===== src/rtl/ble_cmd_tx.sv =====
// BLE-side command UART transmitter: 4-deep byte FIFO feeding an 8N1, LSB-first serialiser.
// Define BLE_KEEPALIVE_EN to resend 'G' after KA_PERIOD idle cycles once a 'G' was last sent.
module ble_cmd_tx #(
   parameter int unsigned BAUD_DIV   = 2604,
   parameter int unsigned FIFO_DEPTH = 4
`ifdef BLE_KEEPALIVE_EN
   ,
   parameter logic [23:0] KA_PERIOD  = 24'd5_000_000
`endif
) (
   input  logic                          clk,
   input  logic                          rst,
   input  logic [7:0]                    cmd,
   input  logic                          cmd_vld,
   output logic                          cmd_rdy,
   output logic                          TX,
   output logic                          tx_busy,
   output logic                          tx_done,
   output logic [$clog2(FIFO_DEPTH):0]   fifo_cnt
);

   localparam int          PW        = $clog2(FIFO_DEPTH);
   localparam logic [11:0] BAUD_LAST = 12'(BAUD_DIV - 1);
   localparam logic [PW:0] DEPTH     = (PW + 1)'(FIFO_DEPTH);
   localparam logic [7:0]  CMD_G     = 8'h47;

   localparam logic [1:0] IDLE  = 2'd0;
   localparam logic [1:0] START = 2'd1;
   localparam logic [1:0] DATA  = 2'd2;
   localparam logic [1:0] STOP  = 2'd3;

   logic [7:0]    mem [FIFO_DEPTH];
   logic [PW-1:0] wr_ptr, rd_ptr;
   logic [1:0]    state;
   logic [11:0]   baud_cnt;
   logic [2:0]    bit_cnt;
   logic [7:0]    sh;

   logic       push, pop, bit_end, ka_fire, start_frame;
   logic [7:0] next_byte;

   assign cmd_rdy     = (fifo_cnt != DEPTH);
   assign push        = cmd_vld & cmd_rdy;
   assign pop         = (state == IDLE) && (fifo_cnt != '0);
   assign start_frame = pop | ka_fire;
   assign next_byte   = pop ? mem[rd_ptr] : CMD_G;
   assign bit_end     = (baud_cnt == BAUD_LAST);

   // NOTE: storage carries no reset; only the pointers and count define what is valid.
   always_ff @(posedge clk) begin
      if (push)
         mem[wr_ptr] <= cmd;
   end

   // NOTE: sequential state uses <= so every register samples pre-edge values.
   always_ff @(posedge clk) begin
      if (rst) begin
         wr_ptr   <= '0;
         rd_ptr   <= '0;
         fifo_cnt <= '0;
      end else begin
         if (push) wr_ptr <= wr_ptr + 1'b1;
         if (pop)  rd_ptr <= rd_ptr + 1'b1;
         case ({push, pop})
            2'b10:   fifo_cnt <= fifo_cnt + 1'b1;
            2'b01:   fifo_cnt <= fifo_cnt - 1'b1;
            default: fifo_cnt <= fifo_cnt;
         endcase
      end
   end

   always_ff @(posedge clk) begin
      if (rst) begin
         state    <= IDLE;
         baud_cnt <= '0;
         bit_cnt  <= '0;
         sh       <= '0;
      end else begin
         case (state)
            IDLE: begin
               baud_cnt <= '0;
               if (start_frame) begin
                  sh    <= next_byte;
                  state <= START;
               end
            end
            START: begin
               baud_cnt <= bit_end ? 12'd0 : baud_cnt + 12'd1;
               if (bit_end) begin
                  bit_cnt <= '0;
                  state   <= DATA;
               end
            end
            DATA: begin
               baud_cnt <= bit_end ? 12'd0 : baud_cnt + 12'd1;
               if (bit_end) begin
                  sh      <= {1'b0, sh[7:1]};
                  bit_cnt <= bit_cnt + 3'd1;
                  if (bit_cnt == 3'd7)
                     state <= STOP;
               end
            end
            default: begin
               baud_cnt <= bit_end ? 12'd0 : baud_cnt + 12'd1;
               if (bit_end)
                  state <= IDLE;
            end
         endcase
      end
   end

`ifdef BLE_KEEPALIVE_EN
   logic [23:0] ka_cnt;
   logic        ka_armed;
   logic        ka_idle;

   assign ka_idle = (state == IDLE) && (fifo_cnt == '0);
   assign ka_fire = ka_idle && ka_armed && (ka_cnt == KA_PERIOD - 24'd1);

   always_ff @(posedge clk) begin
      if (rst) begin
         ka_cnt   <= '0;
         ka_armed <= 1'b0;
      end else begin
         // Armed state tracks the most recently started frame's byte.
         if (start_frame)
            ka_armed <= (next_byte == CMD_G);
         if (push || start_frame)
            ka_cnt <= '0;
         else if (ka_idle)
            ka_cnt <= (ka_cnt == KA_PERIOD - 24'd1) ? 24'd0 : ka_cnt + 24'd1;
      end
   end
`else
   assign ka_fire = 1'b0;
`endif

   // NOTE: default assignment first keeps this combinational block latch-free.
   always_comb begin
      TX = 1'b1;
      case (state)
         START:   TX = 1'b0;
         DATA:    TX = sh[0];
         default: TX = 1'b1;
      endcase
   end

   assign tx_busy = (state != IDLE);
   assign tx_done = (state == STOP) && bit_end;

endmodule


===== config.mk =====
export PLATFORM = sky130hd
export DESIGN_NAME = ble_cmd_tx
export DESIGN_NICKNAME = d
export VERILOG_FILES = /design/src/rtl/ble_cmd_tx.sv
export SDC_FILE = /design/constraint.sdc
export NUM_CORES = 1
export LEC_CHECK = 0
export ABC_AREA = 1
export CORE_MARGIN = 1.5
export CORE_UTILIZATION = 43
export DETAILED_ROUTE_END_ITERATION = 8
export DONT_BUFFER_PORTS = 1
export PLACE_DENSITY_LB_ADDON = 0.08
export SYNTH_ARGS = -nofsm -noshare
export SYNTH_HDL_FRONTEND = slang
export SYNTH_SLANG_ARGS = --single-unit

===== constraint.sdc =====
create_clock -name clk -period 2.25 [get_ports clk]
set_input_delay 0.225 -clock clk [delete_from_list [all_inputs] [get_ports clk]]
set_output_delay 0.225 -clock clk [all_outputs]
set_load 0.005 [all_outputs]

==> flow_metrics.env, run 1 <==
export IMPL_status="complete, no violations"
export IMPL_tns_ns=0
export IMPL_post_place_ws_ns=0.255
export IMPL_p_per_area_nw_per_um2=1110
export IMPL_critPathLaunchType="flip-flop"
export IMPL_drtIter0Drc=110
export IMPL_drt_wl_total_um=5940
export IMPL_ys_seq_area_share_pct=53.2
export IMPL_cts_tree="done"
export IMPL_synth_top_area_share_pct=31.1
export IMPL_max_stage_delay_ns=0.38
export IMPL_rows=30
export IMPL_hold_class="input port to flip-flop"
export IMPL_finalClockSkew_ns=0.0107
export IMPL_cp_required_ns=2.53
export IMPL_syn_cell_area_um2=3090
export IMPL_core_area_um2=6870
export IMPL_grt_busiest_layer="met2"
export IMPL_htreeDepth=3
export IMPL_clk_pin_slew_ns=0.07
export IMPL_initial_core_util_pct=44.9
export IMPL_yosysWarnings=0
export IMPL_place_congestion=0.759
export IMPL_post_cts_setup_buffers=0
export IMPL_numClockSinks=66
export IMPL_path_cells="inv_1, ha_1, inv_1, nor2_1, ha_1, fa_1, a21oi_1, o21a_1, o21ai_0, a21oi_1"
export IMPL_rr_worst_depth=10
export IMPL_viasPerCell=4.58
export IMPL_grt_use_met2_pct=28.3
export IMPL_synth_common_cells="nand2_1 (131), inv_1 (38), nor2_1 (37), dfxtp_1 (34), edfxtp_1 (32)"
export IMPL_use_met3_pct=4.71
export IMPL_cp_startpoint="state[0]"
export IMPL_relSlewSlack_pct=66.0
export IMPL_antenna_found_initial=0
export IMPL_vias=2249
export IMPL_die_area_um2=7700
export IMPL_endpoint="fifo_cnt[2]"
export IMPL_reg2reg_setup_slack_ns=0.24
export IMPL_die_x_um=87.7
export IMPL_cp_end_kind="flip-flop"
export IMPL_diodes=0
export IMPL_portBuffers=0
export IMPL_grt_pass1_wl_um=10500
export IMPL_synth_edf_count=32
export IMPL_maxSlewViolCount=0
export IMPL_syn_area_per_cell_um2=8.37
export IMPL_wire_per_inst_um=12.1
export IMPL_ios=18
export IMPL_final_nets=414
export IMPL_overflow=0
export IMPL_drive_gt1_share_pct=10.6
export IMPL_vdd_ir_drop_max_mv=0.619
export IMPL_drc=0
export IMPL_synth_seq_cells=66
export IMPL_fmax_ghz=0.498
export IMPL_synth_most_common_cell="nand2_1"
export IMPL_worst_pin_slew_ns=0.509
export IMPL_synth_nets=393
export IMPL_rsz0062_at_grt="no"
export IMPL_reg2reg_to="fifo_cnt[2]"
export IMPL_yosys_area_top_type="edfxtp_1"
export IMPL_synth_async_reset_ratio_pct=0
export IMPL_arrival_ns=2.28
export IMPL_setup_slack_ns=0.244
export IMPL_dp_hpwl_um=4090
export IMPL_synth_cells=369
export IMPL_drtAntennaViolNets=0
export IMPL_cts_max_path_buffers=2
export IMPL_grt_max_degree=20
export IMPL_synth_area_leaders="edfxtp_1 (31%), dfxtp_1 (22%), nand2_1 (16%), ha_1 (4.9%), inv_1 (4.6%)"
export IMPL_fin_crit_sh_pct=89.2
export IMPL_worst_r2r_startpoint="state[0]"
export IMPL_fin_crit_ns=2.01
export IMPL_grt_pass1_vias=2214
export IMPL_cts_buffers=9
export IMPL_die_h_um=87.7
export IMPL_worstSkewPairLatency_ns=0.34
export IMPL_setup_viol=0
export IMPL_finalHoldViolCount=0
export IMPL_grt_usage_pct=18.1
export IMPL_worst_setup_path_type="flip-flop to flip-flop"
export IMPL_maxCapViolations=0
export IMPL_cp_max_fo=5
export IMPL_area_growth_pct=14.1
export IMPL_netlist_cell_type_count=30
export IMPL_p_leak_nw=1.49
export IMPL_grtUsageMet1_pct=23.8
export IMPL_firstDrtPassIters=4
export IMPL_dominantRegCellSynth="dfxtp_1"
export IMPL_critical_path_slowest_cell="fa_1"
export IMPL_cts_root_buf="clkbuf_8"
cells in the final DEF, fill, tap and decap left out:
cell type,instances
ha_1,12
clkinvlp_4,2
nor3_2,1
clkinv_1,2
o21a_1,1
buf_4,10
dfxtp_1,34
inv_1,38
edfxtp_1,32
nand4_1,3
nor3b_1,2
nor2_4,1
clkbuf_1,2
nand3_1,12
dlygate4sd3_1,9
nand2_1,131
nand2_4,2
inv_2,4
nor3_1,2
nor2_1,37
xor2_1,2
or2_2,2
a21oi_1,19
bufinv_16,2
fa_1,1
nor2_2,2
o21ai_0,12
nor4_1,1
o21bai_1,1
nand2_2,6
clkbuf_8,9
nand3_4,1
worst max-delay path, delay by kind of cell, from the launching register on:
family | cells | cell delay (ns)
AOI/OAI and AO/OA | 4 | 0.47
adders and majority gates | 3 | 0.85
DFF | 1 | 0.37
buffers and inverters | 2 | 0.17
and+or+nand+nor | 1 | 0.09
power by group:
group          switching, mW  leakage [nW]  total [mW]  internal [mW]
logic                  0.838         0.819        1.28          0.443
registers              0.113         0.572        1.56           1.45
clock network          0.455        0.0972        1.08          0.621
layout make-up:
type / count / area (um2)
clock buffers: 11 / 131
inverters: 43 / 161
flip-flops and latches: 66 / 1640
fillers: 676 / 3350
clock inverters: 5 / 78.8
repair buffers: 19 / 165
well taps: 96 / 120
multi-input cells: 251 / 1220
kinds of logic after synthesis:
kind of cell    count (synthesis)  synth area share (%)
xor+xnor                        2                 0.568
flops                          66                  53.2
compound gates                 33                  5.51
buf+inv                        52                  7.21
simple gates                  203                  28.0
fa+ha+maj                      13                  5.51
how the worst min path moves through the flow:
stage,start,end,slack (ns),cells after the start
2_1_floorplan,rst,bit_cnt[1],0.29,1
3_3_place_gp,rst,bit_cnt[2],0.30,1
3_5_place_dp,rst,bit_cnt[2],0.30,1
4_1_cts,cmd_vld,wr_ptr[1],0.22,3
5_1_grt,cmd_vld,wr_ptr[0],0.26,3
6_report,cmd_vld,wr_ptr[1],0.24,3
per-layer routing:
layer / vias to the layer above / wire length, um / share of wire, %
li1: 1207 / - / -
met4: 0 / 116 / 2.0
met5: - / 0 / 0
met3: 11 / 175 / 2.9
met2: 29 / 2620 / 44
met1: 1002 / 3030 / 51
flip-flops by register name, indices dropped and copies added, names as in the netlist, named ones only:
| name | count |
|---|---|
| state | 2 |
| sh | 8 |
| baud_cnt | 12 |
| mem | 32 |
| fifo_cnt | 3 |
| wr_ptr | 2 |
| rd_ptr | 2 |
| bit_cnt | 3 |
per-stage QoR:
stage | cell area, um2 | total power, mW | hold WS [ns] | std cells | util, %
6_report | 3520 | 3.92 | 0.235 | 491 | 51.3
3_5_place_dp | 3220 | 2.87 | 0.298 | 466 | 46.9
5_1_grt | 3520 | 4.26 | 0.262 | 491 | 51.3
3_3_place_gp | 3220 | 2.84 | 0.297 | 466 | 46.9
4_1_cts | 3520 | 3.96 | 0.224 | 491 | 51.3
2_1_floorplan | 3090 | 2.58 | 0.294 | 369 | -
timing repair:
item                                   in CTS  in global routing
hold buffers                                9                  0
gates resized for setup                     0                  0
endpoints found under the hold margin      34                  0
Note: power is estimated with default switching activity, not from simulation.
==> run 2: changes to the inputs <==
--- a/config.mk
+++ b/config.mk
@@ -6,7 +6,6 @@
 export NUM_CORES = 1
 export LEC_CHECK = 0
 export ABC_AREA = 1
-export CORE_MARGIN = 1.5
 export CORE_UTILIZATION = 43
 export DETAILED_ROUTE_END_ITERATION = 8
 export DONT_BUFFER_PORTS = 1
==> constraint.sdc (replaced) <==
create_clock -name clk -period 1.7 [get_ports clk]
set_input_delay 0.17 -clock clk [delete_from_list [all_inputs] [get_ports clk]]
set_output_delay 0.17 -clock clk [all_outputs]
set_load 0.005 [all_outputs]
==> run 2 against run 1 <==
Against the previous run:
- critical path depth unchanged
- sequential power grew 32%
- clock power increased by 9%
- first-iteration DRC count grew 2.7%
- setup slack lost 0.19 ns
- clock skew is 0.0039 ns lower
- register-to-register slack got worse by 0.19 ns
- sequential share of layout area decreased by 1.7 points
- critical path type unchanged
- highest routed layer unchanged
==> flow_metrics.env, run 2 (synthesized netlist as in run 1, its figures left out) <==
export IMPL_status="complete, no violations"
export IMPL_placed_cells=479
export IMPL_cp_required_ns=1.97
export IMPL_largest_register="mem"
export IMPL_die_h_um=86.7
export IMPL_cp_max_fo=3
export IMPL_finalClockSkew_ns=0.00678
export IMPL_drt_wl_total_um=6080
export IMPL_fmax_ghz=0.606
export IMPL_cts_tree="done"
export IMPL_fin_crit_sh_pct=97.1
export IMPL_rsz0062_at_grt="yes"
export IMPL_worst_r2r_startpoint="state[0]"
export IMPL_maxCapViolations=0
export IMPL_htreeDepth=3
export IMPL_arrival_ns=1.92
export IMPL_ios=18
export IMPL_mostFrequentLayoutCells="nand2_1 (129), inv_1 (35), nor2_1 (34)"
export IMPL_holdWs_ns=0.141
export IMPL_drtIter0Drc=113
export IMPL_worst_setup_path_type="flip-flop to flip-flop"
export IMPL_drive_gt1_share_pct=19.1
export IMPL_final_common_cell="nand2_1"
export IMPL_worstSkewPairLatency_ns=0.34
export IMPL_cts_buffers=9
export IMPL_drtAntennaViolNets=0
export IMPL_stdcell_count=505
export IMPL_reg_largest_list="mem (32), baud_cnt (12), sh (8)"
export IMPL_worst_pin_slew_ns=0.294
export IMPL_vias=2311
export IMPL_dp_hpwl_um=4230
export IMPL_p_per_area_nw_per_um2=1440
export IMPL_diodes=0
export IMPL_grt_usage_pct=18.2
export IMPL_reg2reg_setup_slack_ns=0.05
export IMPL_grt_max_degree=19
export IMPL_largest_reg_flops=32
export IMPL_clk_pin_slew_ns=0.08
export IMPL_overflow=0
export IMPL_fin_crit_ns=1.65
export IMPL_relSlewSlack_pct=80.4
export IMPL_grt_pass1_wl_um=10200
export IMPL_place_congestion=0.772
export IMPL_cp_end_kind="flip-flop"
export IMPL_maxSlewViolCount=0
export IMPL_hold_depth=3
export IMPL_antenna_found_initial=0
export IMPL_finalHoldViolCount=0
export IMPL_rr_worst_depth=10
export IMPL_numClockSinks=66
export IMPL_critPathLaunchType="flip-flop"
export IMPL_drc=0
export IMPL_core_area_um2=6870
export IMPL_viasPerCell=4.58
export IMPL_final_nets=428
export IMPL_p_leak_nw=1.55
export IMPL_vdd_ir_drop_max_mv=0.853
export IMPL_total_power_mw=5.27
export IMPL_cts_max_path_buffers=2
export IMPL_rows=30
export IMPL_die_area_um2=7520
export IMPL_cp_startpoint="state[0]"
export IMPL_portBuffers=0
export IMPL_wire_per_inst_um=12.0
export IMPL_die_x_um=86.7
export IMPL_firstDrtPassIters=4
export IMPL_reg2reg_to="fifo_cnt[2]"
export IMPL_setup_viol=0
export IMPL_grt_pass1_vias=2162
export IMPL_endpoint="fifo_cnt[2]"
export IMPL_cts_root_buf="clkbuf_8"
export IMPL_initial_core_util_pct=44.9
export IMPL_area_growth_pct=19.0
export IMPL_hold_class="input port to flip-flop"
-- run 2: timing repair --
action                                 in CTS  in global routing
pin swaps                                   2                  1
endpoints found under the hold margin      34                  0
gates resized for setup                     7                  4
hold buffers                                9                  0
setup buffers                               1                  0
setup endpoints to repair                   1                  3
-- run 2: where the power goes --
group | leakage [nW] | switching, mW | internal [mW]
sequential | 0.573 | 0.129 | 1.93
clock | 0.0858 | 0.645 | 0.538
combinational | 0.892 | 1.24 | 0.798
total | 1.55 | 2.01 | 3.26
-- run 2: area by class of cell --
cell class,count,area (um2)
clock buffer,9,124
clock inverter,7,55.1
fill,677,3200
inverter,43,164
multi-input combinational,251,1290
sequential,66,1650
tap,96,120
timing repair buffer,33,270
-- run 2: per-layer routing --
metal  up-vias  global-route usage (%)  routed length (um)
met3         6                    4.86                 168
li1       1233                       -                   -
met1      1052                    24.3                3100
met5         -                       0                   0
met2        20                    28.3                2750
met4         0                    6.82                  59
-- run 2: worst min path at each step --
stage               slack, ns          end    start
floorplan                0.24   bit_cnt[1]      rst
global placement         0.24   bit_cnt[1]      rst
detailed placement       0.24   bit_cnt[1]      rst
CTS                      0.14  baud_cnt[3]      rst
global route             0.17  fifo_cnt[1]  cmd_vld
finish                   0.14  baud_cnt[3]      rst
-- run 2: critical path, cell delays in order, from the launching register on --
cell,delay (ns)
dfxtp_2,0.34
inv_2,0.05
ha_4,0.17
inv_4,0.06
nor2_4,0.04
ha_4,0.16
fa_2,0.34
a21oi_2,0.12
o21a_1,0.14
o21ai_1,0.06
a21oi_1,0.11
-- run 2: metrics by stage --
stage | utilization, % | cell area (um2) | setup slack (ns) | setup TNS (ns)
after floorplan | - | 3130 | 0.00615 | 0
after global placement | 48.9 | 3360 | 0.0392 | 0
after detailed placement | 48.9 | 3360 | 0.00303 | 0
after CTS | 53.3 | 3660 | -0.0104 | -0.0104
after global routing | 53.5 | 3670 | -0.0551 | -0.0551
final | 53.5 | 3670 | 0.0493 | 0
